==> src/rtl/parallel_bus_master_if.sv <==
// Bus-side signals of the 8-bit parallel bus: tristate data, direction, phase select, enable/ack.
// The master modport drives the strobes; the slave modport is the responder's view.
interface parallel_bus_master_if #(
  parameter int unsigned WIDTH = 8
) ();
  logic [WIDTH-1:0] bus_o;
  logic [WIDTH-1:0] bus_i;
  logic             bus_t;
  logic             read;
  logic             register_select;
  logic             enable;
  logic             ack_valid;

  modport master (
    output bus_o, bus_t, read, register_select, enable,
    input  bus_i, ack_valid
  );

  modport slave (
    input  bus_o, bus_t, read, register_select, enable,
    output bus_i, ack_valid
  );
endinterface

==> src/rtl/parallel_bus_master.sv <==
// Initiator for the parallel bus: address phase, then MSB-first data phases with a four-phase
// enable/ack handshake. Define PARALLEL_BUS_MASTER_READBACK_CHECK_EN to verify writes by readback.
module parallel_bus_master #(
  parameter int unsigned WIDTH                 = 8,
  parameter int unsigned TRANSACTIONS_PER_WORD = 2,
  parameter int unsigned SETUP_CYCLES          = 2,
  parameter int unsigned ACK_TIMEOUT_CYCLES    = 1000
) (
  input  logic                                   clock,
  input  logic                                   reset,
  input  logic                                   start,
  input  logic                                   cmd_read,
  input  logic [WIDTH-1:0]                       cmd_address,
  input  logic [TRANSACTIONS_PER_WORD*WIDTH-1:0] cmd_write_data,
  output logic                                   busy,
  output logic                                   done,
  output logic [TRANSACTIONS_PER_WORD*WIDTH-1:0] read_data_word,
  output logic                                   timeout_error,
  output logic [31:0]                            error_count,
  output logic                                   mismatch,
  parallel_bus_master_if.master                  bus_if
);

  localparam int unsigned WordW = TRANSACTIONS_PER_WORD * WIDTH;
  localparam int unsigned IdxW  = (TRANSACTIONS_PER_WORD > 1) ? $clog2(TRANSACTIONS_PER_WORD) : 1;
  localparam int unsigned SetW  = $clog2(SETUP_CYCLES + 1);
  localparam int unsigned ToW   = $clog2(ACK_TIMEOUT_CYCLES + 1);
  localparam logic [IdxW-1:0] IdxLast   = IdxW'(TRANSACTIONS_PER_WORD - 1);
  localparam logic [SetW-1:0] SetupLast = SetW'(SETUP_CYCLES - 1);
  localparam logic [ToW-1:0]  ToLast    = ToW'(ACK_TIMEOUT_CYCLES - 1);

`ifdef PARALLEL_BUS_MASTER_READBACK_CHECK_EN
  localparam bit ReadbackEn = 1'b1;
`else
  localparam bit ReadbackEn = 1'b0;
`endif

  typedef enum logic [2:0] {StIdle, StSetup, StStrobe, StRelease, StDone} state_e;
  state_e state_q, state_d;

  logic             ack_meta_q, ack_s_q;
  logic [WIDTH-1:0] bus_q;
  logic             cmd_read_q, cmd_read_d;
  logic [WordW-1:0] wdata_q, wdata_d;
  logic [WordW-1:0] rdata_q, rdata_d;
  logic [IdxW-1:0]  index_q, index_d;
  logic             addr_phase_q, addr_phase_d;
  logic             rb_q, rb_d;
  logic [SetW-1:0]  setup_cnt_q, setup_cnt_d;
  logic [ToW-1:0]   to_cnt_q, to_cnt_d;
  logic             busy_q, busy_d, done_q, done_d;
  logic             terr_q, terr_d, mism_q, mism_d;
  logic [31:0]      err_cnt_q, err_cnt_d;
  logic [WIDTH-1:0] bus_o_q, bus_o_d;
  logic             bus_t_q, bus_t_d, read_q, read_d, rs_q, rs_d, enable_q, enable_d;

  logic             abort, finish, rb_next, next_read;
  logic [IdxW-1:0]  index_nx;

  always_ff @(posedge clock or negedge reset) begin
    if (!reset) begin
      state_q      <= StIdle;
      ack_meta_q   <= 1'b0;
      ack_s_q      <= 1'b0;
      bus_q        <= '0;
      cmd_read_q   <= 1'b0;
      wdata_q      <= '0;
      rdata_q      <= '0;
      index_q      <= IdxLast;
      addr_phase_q <= 1'b1;
      rb_q         <= 1'b0;
      setup_cnt_q  <= '0;
      to_cnt_q     <= '0;
      busy_q       <= 1'b0;
      done_q       <= 1'b0;
      terr_q       <= 1'b0;
      mism_q       <= 1'b0;
      err_cnt_q    <= '0;
      bus_o_q      <= '0;
      bus_t_q      <= 1'b1;
      read_q       <= 1'b0;
      rs_q         <= 1'b0;
      enable_q     <= 1'b0;
    end else begin
      state_q      <= state_d;
      ack_meta_q   <= bus_if.ack_valid;
      ack_s_q      <= ack_meta_q;
      bus_q        <= bus_if.bus_i;
      cmd_read_q   <= cmd_read_d;
      wdata_q      <= wdata_d;
      rdata_q      <= rdata_d;
      index_q      <= index_d;
      addr_phase_q <= addr_phase_d;
      rb_q         <= rb_d;
      setup_cnt_q  <= setup_cnt_d;
      to_cnt_q     <= to_cnt_d;
      busy_q       <= busy_d;
      done_q       <= done_d;
      terr_q       <= terr_d;
      mism_q       <= mism_d;
      err_cnt_q    <= err_cnt_d;
      bus_o_q      <= bus_o_d;
      bus_t_q      <= bus_t_d;
      read_q       <= read_d;
      rs_q         <= rs_d;
      enable_q     <= enable_d;
    end
  end

  always_comb begin
    state_d      = state_q;
    cmd_read_d   = cmd_read_q;
    wdata_d      = wdata_q;
    rdata_d      = rdata_q;
    index_d      = index_q;
    addr_phase_d = addr_phase_q;
    rb_d         = rb_q;
    setup_cnt_d  = setup_cnt_q;
    to_cnt_d     = to_cnt_q;
    busy_d       = busy_q;
    done_d       = 1'b0;
    terr_d       = terr_q;
    mism_d       = mism_q;
    err_cnt_d    = err_cnt_q;
    bus_o_d      = bus_o_q;
    bus_t_d      = bus_t_q;
    read_d       = read_q;
    rs_d         = rs_q;
    enable_d     = enable_q;
    abort        = 1'b0;
    finish       = 1'b0;
    // Readback starts once the last write part has been handshaken.
    rb_next   = ReadbackEn && !cmd_read_q && !rb_q && !addr_phase_q && (index_q == '0);
    next_read = cmd_read_q || rb_q || rb_next;
    index_nx  = (addr_phase_q || rb_next) ? IdxLast : index_q - IdxW'(1);

    case (state_q)
      StIdle, StDone: begin
        if (state_q == StDone) state_d = StIdle;
        if (start) begin
          cmd_read_d   = cmd_read;
          wdata_d      = cmd_write_data;
          index_d      = IdxLast;
          addr_phase_d = 1'b1;
          rb_d         = 1'b0;
          busy_d       = 1'b1;
          terr_d       = 1'b0;
          mism_d       = 1'b0;
          rs_d         = 1'b0;
          read_d       = 1'b0;
          bus_t_d      = 1'b0;
          bus_o_d      = cmd_address;
          setup_cnt_d  = '0;
          state_d      = StSetup;
        end
      end
      StSetup: begin
        if (setup_cnt_q != SetupLast) begin
          setup_cnt_d = setup_cnt_q + SetW'(1);
        end else if (!ack_s_q) begin
          enable_d = 1'b1;
          to_cnt_d = '0;
          state_d  = StStrobe;
        end
      end
      StStrobe: begin
        if (ack_s_q) begin
          enable_d = 1'b0;
          if (!addr_phase_q && read_q) rdata_d[index_q*WIDTH +: WIDTH] = bus_q;
          to_cnt_d = '0;
          state_d  = StRelease;
        end else if (to_cnt_q == ToLast) begin
          abort = 1'b1;
        end else begin
          to_cnt_d = to_cnt_q + ToW'(1);
        end
      end
      StRelease: begin
        if (!ack_s_q) begin
          if (!addr_phase_q && (index_q == '0) && !rb_next) begin
            finish = 1'b1;
            mism_d = ReadbackEn && rb_q && (rdata_q != wdata_q);
          end else if (next_read && !bus_t_q) begin
            // Turn the bus around a full cycle before read rises.
            bus_t_d = 1'b1;
            bus_o_d = '0;
          end else begin
            addr_phase_d = 1'b0;
            index_d      = index_nx;
            rb_d         = rb_q || rb_next;
            rs_d         = 1'b1;
            read_d       = next_read;
            bus_t_d      = next_read;
            bus_o_d      = next_read ? '0 : wdata_q[index_nx*WIDTH +: WIDTH];
            setup_cnt_d  = '0;
            state_d      = StSetup;
          end
        end else if (to_cnt_q == ToLast) begin
          abort = 1'b1;
        end else begin
          to_cnt_d = to_cnt_q + ToW'(1);
        end
      end
      default: state_d = StIdle;
    endcase

    if (abort) begin
      terr_d = 1'b1;
      if (err_cnt_q != '1) err_cnt_d = err_cnt_q + 32'd1;
    end
    // read drops here; bus_t can only return to 0 on a later accepted start.
    if (abort || finish) begin
      state_d  = StDone;
      done_d   = 1'b1;
      busy_d   = 1'b0;
      enable_d = 1'b0;
      read_d   = 1'b0;
      rs_d     = 1'b0;
      bus_t_d  = 1'b1;
      bus_o_d  = '0;
      index_d  = IdxLast;
    end
  end

  always_comb begin
    busy                   = busy_q;
    done                   = done_q;
    read_data_word         = rdata_q;
    timeout_error          = terr_q;
    error_count            = err_cnt_q;
    mismatch               = mism_q;
    bus_if.bus_o           = bus_o_q;
    bus_if.bus_t           = bus_t_q;
    bus_if.read            = read_q;
    bus_if.register_select = rs_q;
    bus_if.enable          = enable_q;
  end

endmodule
==> src/flat_wrapper.sv <==
// flat-port wrapper written by rule: the top's interface ports become plain ports
module parallel_bus_master_flat 
#(
  parameter int unsigned WIDTH                 = 8,
  parameter int unsigned TRANSACTIONS_PER_WORD = 2,
  parameter int unsigned SETUP_CYCLES          = 2,
  parameter int unsigned ACK_TIMEOUT_CYCLES    = 1000
)
  (clock, reset, start, cmd_read, cmd_address, cmd_write_data, busy, done, read_data_word, timeout_error, error_count, mismatch, bus_if_bus_o, bus_if_bus_t, bus_if_read, bus_if_register_select, bus_if_enable, bus_if_bus_i, bus_if_ack_valid);
  parallel_bus_master_if #(.WIDTH(WIDTH)) bus_if_i ();
  input  logic clock;
  input  logic reset;
  input  logic start;
  input  logic cmd_read;
  input  logic [WIDTH-1:0] cmd_address;
  input  logic [TRANSACTIONS_PER_WORD*WIDTH-1:0] cmd_write_data;
  output logic busy;
  output logic done;
  output logic [TRANSACTIONS_PER_WORD*WIDTH-1:0] read_data_word;
  output logic timeout_error;
  output logic [31:0] error_count;
  output logic mismatch;
  output wire logic [$bits(bus_if_i.bus_o)-1:0] bus_if_bus_o;
  output wire logic [$bits(bus_if_i.bus_t)-1:0] bus_if_bus_t;
  output wire logic [$bits(bus_if_i.read)-1:0] bus_if_read;
  output wire logic [$bits(bus_if_i.register_select)-1:0] bus_if_register_select;
  output wire logic [$bits(bus_if_i.enable)-1:0] bus_if_enable;
  input wire logic [$bits(bus_if_i.bus_i)-1:0] bus_if_bus_i;
  input wire logic [$bits(bus_if_i.ack_valid)-1:0] bus_if_ack_valid;
  assign bus_if_bus_o = bus_if_i.bus_o;
  assign bus_if_bus_t = bus_if_i.bus_t;
  assign bus_if_read = bus_if_i.read;
  assign bus_if_register_select = bus_if_i.register_select;
  assign bus_if_enable = bus_if_i.enable;
  assign bus_if_i.bus_i = bus_if_bus_i;
  assign bus_if_i.ack_valid = bus_if_ack_valid;
  parallel_bus_master #(.WIDTH(WIDTH), .TRANSACTIONS_PER_WORD(TRANSACTIONS_PER_WORD), .SETUP_CYCLES(SETUP_CYCLES), .ACK_TIMEOUT_CYCLES(ACK_TIMEOUT_CYCLES)) u_core (.clock(clock), .reset(reset), .start(start), .cmd_read(cmd_read), .cmd_address(cmd_address), .cmd_write_data(cmd_write_data), .busy(busy), .done(done), .read_data_word(read_data_word), .timeout_error(timeout_error), .error_count(error_count), .mismatch(mismatch), .bus_if(bus_if_i));
endmodule
==> config.mk <==
export PLATFORM = sky130hd
export DESIGN_NAME = parallel_bus_master_flat
export DESIGN_NICKNAME = d
export VERILOG_FILES = /design/src/rtl/parallel_bus_master_if.sv /design/src/rtl/parallel_bus_master.sv /design/src/flat_wrapper.sv
export SDC_FILE = /design/constraint.sdc
export NUM_CORES = 1
export LEC_CHECK = 0
export CAP_MARGIN = 20
export CORE_MARGIN = 2
export CORE_UTILIZATION = 45
export CTS_CLUSTER_DIAMETER = 40
export DETAILED_ROUTE_END_ITERATION = 16
export GPL_TIMING_DRIVEN = 0
export PLACE_DENSITY = 0.72
export SYNTH_ARGS = -nofsm -noshare
export SYNTH_HDL_FRONTEND = slang
export SYNTH_SLANG_ARGS = --single-unit
==> constraint.sdc <==
create_clock -name clock -period 5 [get_ports clock]
set_clock_uncertainty 0.2 [all_clocks]
set_input_delay 1 -clock clock [delete_from_list [all_inputs] [get_ports clock]]
set_output_delay 1 -clock clock [all_outputs]
set_load 0.02 [all_outputs]
# Word level (Yosys, flattened, before mapping)
# Index checks and enable logic that the tools add are counted.
[totals]
regBits = 108
input_bits = 37
output_inout_bits = 64
wordCells = 161
[op_classes]
n_addsub = 5
eq_ne = 24
shifts = 3
n_mux = 77
n_bitwise = 1
n_reduce_logical = 30
[op_table]
columns = ["op", "n"]
rows = [
  ["$mux 10", 5],
  ["$mux 8", 6],
  ["$mux 1", 39],
  ["$neg 4->34", 1],
  ["$shift 8x34->16 const A", 1],
  ["$shiftx 8x34->16", 1],
  ["$add 32x1->32 const B", 1],
  ["$ne 32x32->1 const B", 1],
  ["$pmux 10 s3", 1],
  ["$mux 3", 9],
  ["$bwmux 16", 1],
  ["$pmux 1 s2", 8],
  ["$pmux 8 s2", 1],
  ["$reduce_and 4->1", 4],
  ["$shiftx 16x5->8", 1],
  ["$ne 3x3->1 const B", 5],
  ["$ne 2x2->1 const B", 6],
  ["$pmux 3 s4", 1],
  ["$reduce_bool 3->1", 4],
  ["$add 10x1->10 const B", 1],
  ["$eq 10x10->1 const B", 1],
  ["$mux 2", 5],
  ["$reduce_and 5->1", 2],
  ["$reduce_bool 2->1", 5],
  ["other kinds (20)", 30],
]

# Depth between registers and ports, before layout
[logic_depth]
word_depth = 9
ltp_mapped = 7
ltp_nobuf = 7

# Worst setup path after synthesis
# No wires, ideal clock.
[synth_path]
kind = "input port to flip-flop"
from = "input start"
to = "register u_core.bus_o_q[0], in the netlist u_core.bus_if.bus_o[0]"
setup_ns = 0.121
t_arrival_ns = 2.176
required_time_ns = 4.679
path_slack_ns = 2.504
stages = 6
n_path_buf = 1
cell_sequence = "or3b_2 o21ai_0 a21oi_1 and2b_1 buf_2 a22o_1"
[synth_between]
elab_chain_len = 2
[synth_lines]
columns = ["element", "line", "text"]
rows = [
  ["from (decl)", "flat_wrapper.sv:13", "input logic start;"],
  ["$ne 3x2->1 (no line)", "n/a", ""],
  ["$reduce_and 4->1 (no line)", "n/a", ""],
  ["to (signal assigned)", "parallel_bus_master.sv:102", "bus_o_q <= bus_o_d;"],
  ["to (decl)", "parallel_bus_master.sv:54", "logic [WIDTH-1:0] bus_o_q, bus_o_d;"],
]
# No other way between the ends.
# A chain may end at the register's enable or synchronous reset.

# Worst setup path in the final report
[layout_path]
from = "register u_core.err_cnt_q[14], in the netlist u_core.error_count[14]"
to = "output error_count[14]"
[layout_rtl]
columns = ["element", "line", "text"]
rows = [
  ["from (decl)", "parallel_bus_master.sv:53", "logic [31:0] err_cnt_q, err_cnt_d;"],
  ["from (signal assigned)", "parallel_bus_master.sv:101", "err_cnt_q <= err_cnt_d;"],
  ["to (decl)", "flat_wrapper.sv:21", "output logic [31:0] error_count;"],
]
# No word-level cell between the ends.

==> flow_summary.toml <==
[sta]
fmax_mhz = 362.3
slew_violations = 0
layout_min_cycle_time_ns = 2.760
setup_viol = 0
hold_viol = 0
rsz0062_at_grt = "false"
layout_setup_ws_ns = 2.240
worst_slew_pin_slew_ns = 0.8312
relSlewSlack = 0.4416
fin_crit_sh = 0.5520

[clock_tree]
cts_tree = "yes"
ctsResizeCount = 0
clkSlewWorstSetupHoldPaths_ns = 0.11
cts_sinks = 107
clock-root-buffer = "clkbuf_8"
holdBufCountCts = 0
insertion_delay_ns = 0.38
cts_buffer_depth = 2
htreeDepth = 3
post_cts_buffers = 0
cts_buffers = 9

[synth]
synth.area.mux_share = 0.06224
synthTopCellsByCount = "dfrtp_1 (104), nand2_1 (80), nor2_1 (31)"
syn-num-nets = 495
synth_largest_area_cell = "dfrtp_1"
synthDistinctLibCells = 53
async_flop_share = 1.000
yosysWarnings = 0
synth-xor-area-share = 0.06481
synth_ff_type = "dfrtp_1"
synth_compound_area_frac = 0.06662
synth-edff-count = 0
synth_top_family_by_area = "simple AND/OR/NAND/NOR gates"
synthCells = 455
synth.cell_area_um2 = 4865
yosys.area_share.simple = 0.2212
synthTopCellsByArea = "dfrtp_1 (53%), nand2_1 (6.2%), mux2_2 (4.2%), xnor2_1 (3.2%), xor2_1 (3.2%)"
seq_area_frac_synth = 0.5512
synthMostInstantiatedCell = "dfrtp_1"
avgSynthCellArea_um2 = 10.69
synth_fa_ha_area_frac = 0.007716
synth_top_area_frac = 0.5350
ys_seq_elements = 107

[final_layout]
stdcell_area_um2 = 6251
multi_input_area_um2 = 2059
fillers = 902
syn_to_final_growth_pct = 28.50
nNetsFinal = 607
drive_gt1_frac = 0.1101
diodes = 0
ff_latch_area_um2 = 2681
fin_util = 0.6001

[power]
p_seq_frac = 0.473
internal_power_uw = 1570
p_clk_frac = 0.216
leakagePower_uw = 0.002824
switchingPower_uw = 837.1
ir_worst_vdd_uv = 291.0
power_density_nw_per_um2 = 385.0
switching_share = 0.3478
combPwrFrac = 0.310

[setup_path]
cpPeakStageDelay_ns = 0.66
start_kind = "flop"
r2r_start = "u_core.to_cnt_q[0]"
critPathCaptureType = "primary output"
crit_buf_inv = 1
crit_required_ns = 3.80
r2r-end = "u_core.error_count[23]"
worst_path_dominant_cell_family = "buffers and inverters"
ff2ff_path_depth = 7
critical_path_class = "flop to primary output"
r2r_slack_ns = 2.41
critPathSlowestCell = "clkdlybuf4s50_1"
path_cells = "clkdlybuf4s50_1"
critPathMaxFanout = 8
crit_arrival_ns = 1.56

[drt]
drt-wirelength-per-cell_um = 15.39
antenna_left = 0
dr.pass1.iters = 4
drc = 0
viasPerCell = 5.346
via_count = 3785
drtIter0Drc = 167
wl_mm = 10.89

[place]
io_buffers = 99
pre_cts_slack_ns = 1.851
place.gp.congestion = 0.8585
hpwl_mm = 7.874
place_area_um2 = 6058

[worst_hold_path]
min_path_cells = 0
hold_path_end = "u_core.ack_s_q"
min_from = "u_core.ack_meta_q"
hold_path.class = "flop to flop"

[grt]
grt_max_degree = 69
grt-ovfl-total = 0
grt_util_all_layers = 0.1973
grt_pass1_wl_mm = 18.10
antenna_found_initial = 0
grt_pass1_vias = 3712

[die]
die_area_um2 = 11660
fp.dieW_um = 108.0
core_area_um2 = 10420
die_y_um = 108.0
num_rows = 37
boundaryPins = 101
initial_core_util = 0.4670

[run_status]
status = "complete, no violations"

[run]
drv_cap = 0
## stage by stage
step                hold WS [ns]  setup TNS (ns)  total power (uW)  instances
floorplan                 0.1312               0              1614        455
global placement          0.1410         -125.68              1885        690
detailed placement        0.1380               0              1911        692
CTS                       0.1656               0              2433        708
global route              0.1668               0              2569        708
finish                    0.1639               0              2407        708
## worst max path at each step
stage,slack [ns],from,cells after the start,endpoint
3_3_place_gp,-1.22,reset,1,u_core.wdata_q[13]
4_1_cts,2.22,u_core.error_count[14],1,error_count[14]
3_5_place_dp,1.85,start,7,u_core.bus_if.bus_o[4]
6_report,2.24,u_core.error_count[14],1,error_count[14]
2_1_floorplan,2.50,start,6,u_core.bus_if.bus_o[0]
5_1_grt,2.13,start,7,u_core.bus_if.bus_o[2]
## power by group through the flow
stage | combinational (uW) | clock, uW | sequential (uW)
6_report | 747 | 520 | 1140
4_1_cts | 757 | 536 | 1140
2_1_floorplan | 413 | 0 | 1200
3_5_place_dp | 755 | 0 | 1160
5_1_grt | 834 | 573 | 1160
3_3_place_gp | 734 | 0 | 1150
## layout make-up
cell class | instances | share of cell area
inverter | 10 | 0.006005
sequential | 107 | 0.4289
tap | 136 | 0.02722
clock buffer | 9 | 0.01982
buffer | 16 | 0.01381
timing repair buffer | 101 | 0.1637
multi-input combinational | 322 | 0.3295
clock inverter | 7 | 0.01101
## sequential cells by signal (all words and copies together), names as in the netlist, 2 cells and up
| name | flops |
|---|---|
| u_core.read_data_word | 16 |
| u_core.setup_cnt_q | 2 |
| u_core.bus_q | 8 |
| u_core.to_cnt_q | 10 |
| u_core.state_q | 3 |
| u_core.bus_if.bus_o | 8 |
| u_core.wdata_q | 16 |
| u_core.error_count | 32 |
## placed cells by master (no fill, tap or decap), drive strengths merged, types with 16 or more instances in the layout
master / synthesis / final
nor2: 33 / 33
dfrtp: 104 / 104
xnor2: 18 / 18
nand3: 16 / 16
clkdlybuf4s50: 0 / 98
o21ai: 16 / 16
mux2: 18 / 18
nand2: 80 / 80
xor2: 18 / 18
## cell families (layout without fill, tap and decap cells)
family	Yosys count	in the layout
muxes	28	28
adders and majority gates	3	3
xor gates and xnor gates	36	36
buffers and inverters	26	143
and+or+nand+nor	204	204
AOI/OAI and AO/OA	50	50
other	1	1
DFF	107	107
## routing by layer
metal / wire, um / GRT usage
met1: 4891 / 0.2694
met2: 5277 / 0.3055
met3: 604 / 0.05907
met4: 119 / 0.05952
met5: 0 / 0
Power figures use the tool's default switching activity.
